File: config.mk
export PLATFORM = sky130hd
export DESIGN_NAME = alu_exec_unit
export DESIGN_NICKNAME = d
export VERILOG_FILES = /design/src/rtl/alu_pkg.sv /design/src/rtl/alu_decode.sv /design/src/rtl/alu_exec_unit.sv
export SDC_FILE = /design/constraint.sdc
export NUM_CORES = 1
export LEC_CHECK = 0
export CORE_ASPECT_RATIO = 0.6
export CORE_MARGIN = 3
export CORE_UTILIZATION = 25
export DETAILED_ROUTE_END_ITERATION = 10
export HOLD_SLACK_MARGIN = 0.1
export SLEW_MARGIN = 20
export SYNTH_ARGS = -nofsm -noshare
export SYNTH_HDL_FRONTEND = slang
export SYNTH_SLANG_ARGS = --single-unit
File: constraint.sdc
create_clock -name clk -period 9.98 [get_ports clk]
set_clock_uncertainty 0.1 [all_clocks]
set_input_delay 1.996 -clock clk [delete_from_list [all_inputs] [get_ports clk]]
set_output_delay 1.996 -clock clk [all_outputs]
set_load 0.005 [all_outputs]
File: src/rtl/alu_pkg.sv
// alu_pkg: shared op, ALUOp, func7 and FSM state definitions for the execute unit.
package alu_pkg;
   typedef enum logic [4:0] {
      OP_ADD, OP_SUB, OP_SLL, OP_SLT, OP_SLTU, OP_XOR, OP_SRL, OP_SRA,
      OP_OR, OP_AND, OP_MUL, OP_DIV, OP_DIVU, OP_REM, OP_REMU, OP_ILL
   } alu_op_e;
   localparam logic [1:0] ALUOP_ADD   = 2'b00;
   localparam logic [1:0] ALUOP_SUB   = 2'b01;
   localparam logic [1:0] ALUOP_RTYPE = 2'b10;
   localparam logic [6:0] F7_BASE     = 7'b0000000;
   localparam logic [6:0] F7_ALT      = 7'b0100000;
   localparam logic [6:0] F7_MULDIV   = 7'b0000001;
   typedef enum logic [1:0] {S_IDLE, S_CALC, S_DONE} state_e;
endpackage

File: src/rtl/alu_decode.sv
// alu_decode: maps ALUOp/func7/func3 to the internal op, flagging undecodable combinations.
module alu_decode
   import alu_pkg::*;
#(
   parameter bit ENABLE_M = 1'b1
) (
   input  logic [1:0] alu_op,
   input  logic [6:0] func7,
   input  logic [2:0] func3,
   output alu_op_e    op
);
   always_comb begin
      op = OP_ILL;
      if (!alu_op[1])
         op = (alu_op == ALUOP_SUB) ? OP_SUB : OP_ADD;
      else if (func7 == F7_BASE)
         case (func3)
            3'b000:  op = OP_ADD;
            3'b001:  op = OP_SLL;
            3'b010:  op = OP_SLT;
            3'b011:  op = OP_SLTU;
            3'b100:  op = OP_XOR;
            3'b101:  op = OP_SRL;
            3'b110:  op = OP_OR;
            default: op = OP_AND;
         endcase
      else if (func7 == F7_ALT)
         op = (func3 == 3'b000) ? OP_SUB : (func3 == 3'b101) ? OP_SRA : OP_ILL;
      else if (func7 == F7_MULDIV && ENABLE_M)
         case (func3)
            3'b000:  op = OP_MUL;
            3'b100:  op = OP_DIV;
            3'b101:  op = OP_DIVU;
            3'b110:  op = OP_REM;
            3'b111:  op = OP_REMU;
            default: op = OP_ILL;
         endcase
   end
endmodule

File: src/rtl/alu_exec_unit.sv
// alu_exec_unit: handshaked execute unit; single-cycle base ops, iterative mul/div/rem.
module alu_exec_unit
   import alu_pkg::*;
#(
   parameter int XLEN     = 32,
   parameter bit ENABLE_M = 1'b1
) (
   input  logic            clk,
   input  logic            rst_n,
   input  logic            in_valid,
   output logic            in_ready,
   input  logic [1:0]      alu_op,
   input  logic [6:0]      func7,
   input  logic [2:0]      func3,
   input  logic [XLEN-1:0] op_a,
   input  logic [XLEN-1:0] op_b,
   output logic            out_valid,
   input  logic            out_ready,
   output logic [XLEN-1:0] result,
   output logic            zero,
   output logic            illegal
);
   localparam int SW = $clog2(XLEN);
   localparam int CW = SW + 1;

   alu_op_e         dec_op, op_q, op_d;
   state_e          state_q, state_d;
   logic [XLEN-1:0] a_q, a_d, b_q, b_d, acc_q, acc_d, result_q, result_d, base_res, fin_res;
   logic [CW-1:0]   cnt_q, cnt_d;
   logic            qneg_q, qneg_d, rneg_q, rneg_d, bz_q, bz_d, zero_q, zero_d, illegal_q, illegal_d;
   logic            accept, is_m, sgn;
   logic [XLEN:0]   rem_sh, rem_sub;
   logic [SW-1:0]   sh;

   alu_decode #(.ENABLE_M(ENABLE_M)) u_dec (
      .alu_op(alu_op),
      .func7 (func7),
      .func3 (func3),
      .op    (dec_op)
   );

   assign in_ready  = (state_q == S_IDLE) || (state_q == S_DONE && out_ready);
   assign out_valid = (state_q == S_DONE);
   assign result    = result_q;
   assign zero      = zero_q;
   assign illegal   = illegal_q;
   assign accept    = in_valid && in_ready;
   assign is_m      = dec_op inside {OP_MUL, OP_DIV, OP_DIVU, OP_REM, OP_REMU};
   assign sgn       = dec_op inside {OP_DIV, OP_REM};
   assign sh        = op_b[SW-1:0];
   assign rem_sh    = {acc_q, a_q[XLEN-1]};
   assign rem_sub   = rem_sh - {1'b0, b_q};
   // a_q doubles as multiplier and quotient, acc_q as product and partial remainder
   assign fin_res   = (op_q == OP_MUL) ? acc_q :
                      (op_q inside {OP_DIV, OP_DIVU}) ? (bz_q ? '1 : (qneg_q ? -a_q : a_q)) :
                      (rneg_q ? -acc_q : acc_q);

   always_comb begin
      base_res = '0;
      case (dec_op)
         OP_ADD:  base_res = op_a + op_b;
         OP_SUB:  base_res = op_a - op_b;
         OP_SLL:  base_res = op_a << sh;
         OP_SLT:  base_res = {{(XLEN-1){1'b0}}, $signed(op_a) < $signed(op_b)};
         OP_SLTU: base_res = {{(XLEN-1){1'b0}}, op_a < op_b};
         OP_XOR:  base_res = op_a ^ op_b;
         OP_SRL:  base_res = op_a >> sh;
         OP_SRA:  base_res = $signed(op_a) >>> sh;
         OP_OR:   base_res = op_a | op_b;
         OP_AND:  base_res = op_a & op_b;
         default: base_res = '0;
      endcase
   end

   always_comb begin
      state_d   = state_q;
      op_d      = op_q;
      a_d       = a_q;
      b_d       = b_q;
      acc_d     = acc_q;
      cnt_d     = cnt_q;
      qneg_d    = qneg_q;
      rneg_d    = rneg_q;
      bz_d      = bz_q;
      result_d  = result_q;
      zero_d    = zero_q;
      illegal_d = illegal_q;
      if (accept && is_m) begin
         state_d = S_CALC;
         op_d    = dec_op;
         cnt_d   = CW'(XLEN);
         acc_d   = '0;
         a_d     = (sgn && op_a[XLEN-1]) ? -op_a : op_a;
         b_d     = (sgn && op_b[XLEN-1]) ? -op_b : op_b;
         qneg_d  = sgn && (op_a[XLEN-1] ^ op_b[XLEN-1]);
         rneg_d  = sgn && op_a[XLEN-1];
         bz_d    = (op_b == '0);
      end else if (accept) begin
         state_d   = S_DONE;
         result_d  = base_res;
         zero_d    = (base_res == '0);
         illegal_d = (dec_op == OP_ILL);
      end else if (state_q == S_DONE && out_ready) begin
         state_d = S_IDLE;
      end else if (state_q == S_CALC && cnt_q != '0) begin
         cnt_d = cnt_q - 1'b1;
         if (op_q == OP_MUL) begin
            acc_d = a_q[0] ? acc_q + b_q : acc_q;
            a_d   = a_q >> 1;
            b_d   = b_q << 1;
         end else begin
            acc_d = rem_sub[XLEN] ? rem_sh[XLEN-1:0] : rem_sub[XLEN-1:0];
            a_d   = {a_q[XLEN-2:0], ~rem_sub[XLEN]};
         end
      end else if (state_q == S_CALC) begin
         state_d   = S_DONE;
         result_d  = fin_res;
         zero_d    = (fin_res == '0);
         illegal_d = 1'b0;
      end
   end

   always_ff @(posedge clk or negedge rst_n) begin
      if (!rst_n) begin
         state_q   <= S_IDLE;
         op_q      <= OP_ADD;
         a_q       <= '0;
         b_q       <= '0;
         acc_q     <= '0;
         cnt_q     <= '0;
         qneg_q    <= 1'b0;
         rneg_q    <= 1'b0;
         bz_q      <= 1'b0;
         result_q  <= '0;
         zero_q    <= 1'b0;
         illegal_q <= 1'b0;
      end else begin
         state_q   <= state_d;
         op_q      <= op_d;
         a_q       <= a_d;
         b_q       <= b_d;
         acc_q     <= acc_d;
         cnt_q     <= cnt_d;
         qneg_q    <= qneg_d;
         rneg_q    <= rneg_d;
         bz_q      <= bz_d;
         result_q  <= result_d;
         zero_q    <= zero_d;
         illegal_q <= illegal_d;
      end
   end
endmodule

==> flow_summary.json <==
{
  "status": "complete, no violations",
  "met3_length_mm": 25.5,
  "wl_mm": 138,
  "ys_top_cells_by_area": "dfrtp_1 15%, ha_1 9.0%, mux2i_1 5.5%, a21oi_1 5.3%, o21ai_0 5.0%",
  "grt_pass1_vias": 24600,
  "insertion_delay_ns": 0.51,
  "worst_r2r_path_depth": 17,
  "cts_buffers": 25,
  "hold_buffers": 0,
  "fp-row-count": 86,
  "worstMarginPinSlew_ns": 1.31,
  "comb_power_share": 0.674,
  "reg2reg_from": "a_q[31]",
  "final.setup.tns_ns": 0,
  "place_inst": 4383,
  "yosys.area.top_type": "dfrtp_1",
  "synth.avg_cell_area_um2": 7.39,
  "crit_required_ns": 10.27,
  "ys_seq_elements": 145,
  "antenna_found_initial": 1,
  "synth_area_um2": 23500,
  "max_freq_ghz": 0.136,
  "htreeDepth": 4,
  "pin_count": 116,
  "clkTransAtPathRegs_ns": 0.07,
  "cts_resized": 0,
  "die_y_um": 244,
  "synthFlopType": "dfrtp_1",
  "synth_fp_nets": 3438,
  "detailed_place_hpwl_mm": 109,
  "fillCellCount": 10100,
  "p_seq_frac": 0.203,
  "first_pass_iters": 7,
  "synth_async_sr_flop_share": 1.00,
  "hold_path.class": "reg -> reg",
  "rsz0062_at_grt": "no",
  "synthCells": 3185,
  "p_sw_frac": 0.537,
  "irDropWorstVdd_v": 0.000178,
  "r2r_end": "a_q[0]",
  "fin_crit_sh": 0.735,
  "period_minus_slack_ns": 7.33,
  "grt_pass1_wl_mm": 192,
  "r2r_slack_ns": 3.84,
  "dieWidth_um": 402,
  "p_per_area_nw_per_um2": 235,
  "gp_congestion": 1.11,
  "critPathArrivalTime_ns": 7.62,
  "drc": 0,
  "final_nets": 3431,
  "area_growth_pct": 13.7,
  "synthDominantCellAreaShare": 0.154,
  "wl_per_cell_um": 31.2,
  "core-area_um2": 92500,
  "start_kind": "primary input",
  "start_util": 0.254,
  "critPathCaptureType": "register",
  "drive_gt1_frac": 0.0864,
  "hold_viol_final": 0,
  "ant_nets": 0,
  "overflow": 0,
  "grt_usage": 0.269,
  "die_area_um2": 98000,
  "relSlewSlack": 0.105,
  "top_layer": "met5",
  "cts_root_buffer": "clkbuf_16",
  "final-setup-viol-count": 0,
  "criticalPathCategory": "in -> reg",
  "port_buffers": 115,
  "layoutNonFillerInstCount": 4415,
  "yosysWarnings": 0,
  "worstPathMaxFanout": 15,
  "ys_types": 95,
  "wl_met1_mm": 61.2,
  "synth_edf_count": 0,
  "hold-path-cell-count": 2,
  "seq_area_frac_synth": 0.154,
  "whs_endpoint": "result[25]",
  "n_antenna_cell": 0,
  "power_switching_w": 0.00338,
  "cts.path.max_buffers": 3,
  "wl_met2_mm": 47.3,
  "hold_path_startpoint": "result[25]",
  "cts.sinks": 145,
  "p_int_w": 0.00291,
  "cts_tree": "yes",
  "drt-initial-drc-count": 5033,
  "maxCapViolCount": 0,
  "final-max-slew-violation-count": 0,
  "via_per_inst": 6.35,
  "cts_setup_buffers": 0,
  "power.leakage_nw": 10.7,
  "grt_max_degree": 93,
  "vias": 28000,
  "clockPowerShare": 0.123
}
how the worst max path moves through the flow:
| stage | startpoint | to | slack, ns | depth (start not counted) |
|---|---|---|---|---|
| 2_1_floorplan | op_b[2] | zero | 3.76 | 18 |
| 3_3_place_gp | func3[2] | zero | 2.62 | 13 |
| 3_5_place_dp | func3[2] | zero | 2.41 | 13 |
| 4_1_cts | func3[2] | zero | 2.90 | 13 |
| 5_1_grt | func3[2] | zero | 2.61 | 13 |
| 6_report | func3[2] | zero | 2.65 | 13 |
logic make-up after synthesis:
family | after synthesis | share of synthesized area
muxes | 209 | 0.111
and+or+nand+nor | 1016 | 0.207
AOI/OAI and AO/OA | 1089 | 0.308
DFF | 145 | 0.154
adders and majority gates | 174 | 0.0937
buffers and inverters | 383 | 0.0626
xor gates and xnor gates | 169 | 0.0629
critical path, stage by stage:
cell and delay, ns:
clkdlybuf4s50_1 0.80, mux2_2 0.41, o22a_1 0.22, o31ai_2 0.89
nand2_1 0.16, and3b_1 0.49, nor2b_1 0.97, o21bai_1 0.17
nor4_1 0.50, nand4_1 0.20, nor4_1 0.42, nand2_1 0.12
o311ai_1 0.26
layout by cell type, fill, tap and decap left out, types with 39 or more instances in the layout:
master,count
a211oi_1,45
a21o_1,67
a21oi_1,250
a31oi_1,39
buf_4,81
clkdlybuf4s50_1,109
dfrtp_1,145
ha_1,169
inv_1,151
mux2_2,42
mux2i_1,129
nand2_1,310
nand3_1,104
nor2_1,256
nor3_1,56
o211ai_1,68
o21ai_0,234
o31ai_1,41
xnor2_1,127
xor2_1,42
per-layer routing:
| layer | track usage | up-vias |
|---|---|---|
| li1 | - | 11900 |
| met1 | 0.399 | 13600 |
| met3 | 0.157 | 257 |
| met4 | 0.0533 | 6 |
| met2 | 0.318 | 2232 |
| met5 | 0.00926 | - |
final cells by class:
| class | count | area (µm²) | area share |
|---|---|---|---|
| Inverter | 153 | 574 | 0.0215 |
| Clock buffer | 29 | 681 | 0.0254 |
| Sequential cell | 145 | 3630 | 0.136 |
| Clock inverter | 3 | 18.8 | 0.000701 |
| Multi-Input combinational cell | 2657 | 18600 | 0.694 |
| Tap cell | 1232 | 1540 | 0.0576 |
| Timing Repair Buffer | 196 | 1750 | 0.0654 |
registers in the layout (all words and copies together) (netlist names), 2 cells and up:
register and count:
acc_q 32, b_q 32, state_q 2, op_q 4, result 32, a_q 32, cnt_q 6
through the flow:
stage | hold WS [ns] | utilization | instance area, µm² | setup slack (ns) | power, W
2_1_floorplan | 0.363 | - | 23500 | 3.76 | 0.00380
3_3_place_gp | 0.371 | 0.281 | 26000 | 2.62 | 0.00525
3_5_place_dp | 0.385 | 0.282 | 26100 | 2.41 | 0.00529
4_1_cts | 0.402 | 0.289 | 26800 | 2.90 | 0.00609
5_1_grt | 0.435 | 0.289 | 26800 | 2.61 | 0.00665
6_report | 0.399 | 0.289 | 26800 | 2.65 | 0.00629
cell usage after synthesis, types with 21 or more instances:
master	n
a211oi_1	45
a21o_1	67
a21oi_1	250
a22oi_1	28
a31oi_1	39
and2_1	22
and3_1	21
buf_1	26
buf_2	27
clkbuf_1	176
dfrtp_1	145
ha_1	169
inv_1	151
mux2_2	42
mux2i_1	129
mux4_2	38
nand2_1	312
nand2b_1	24
nand3_1	104
nand4_1	36
nor2_1	260
nor2b_1	26
nor3_1	59
nor4_1	40
o211ai_1	68
o21ai_0	236
o21bai_1	23
o22ai_1	35
o31ai_1	41
or2_2	21
or3_1	26
xnor2_1	127
xor2_1	42
power by group through the flow:
stage	clock, W	sequential (W)	combinational, W
floorplan	0	0.00105	0.00275
global placement	0	0.00127	0.00398
detailed placement	0	0.00127	0.00402
CTS	0.000776	0.00126	0.00405
global route	0.000803	0.00131	0.00454
finish	0.000770	0.00128	0.00424
(Power assumes the default switching activity.)
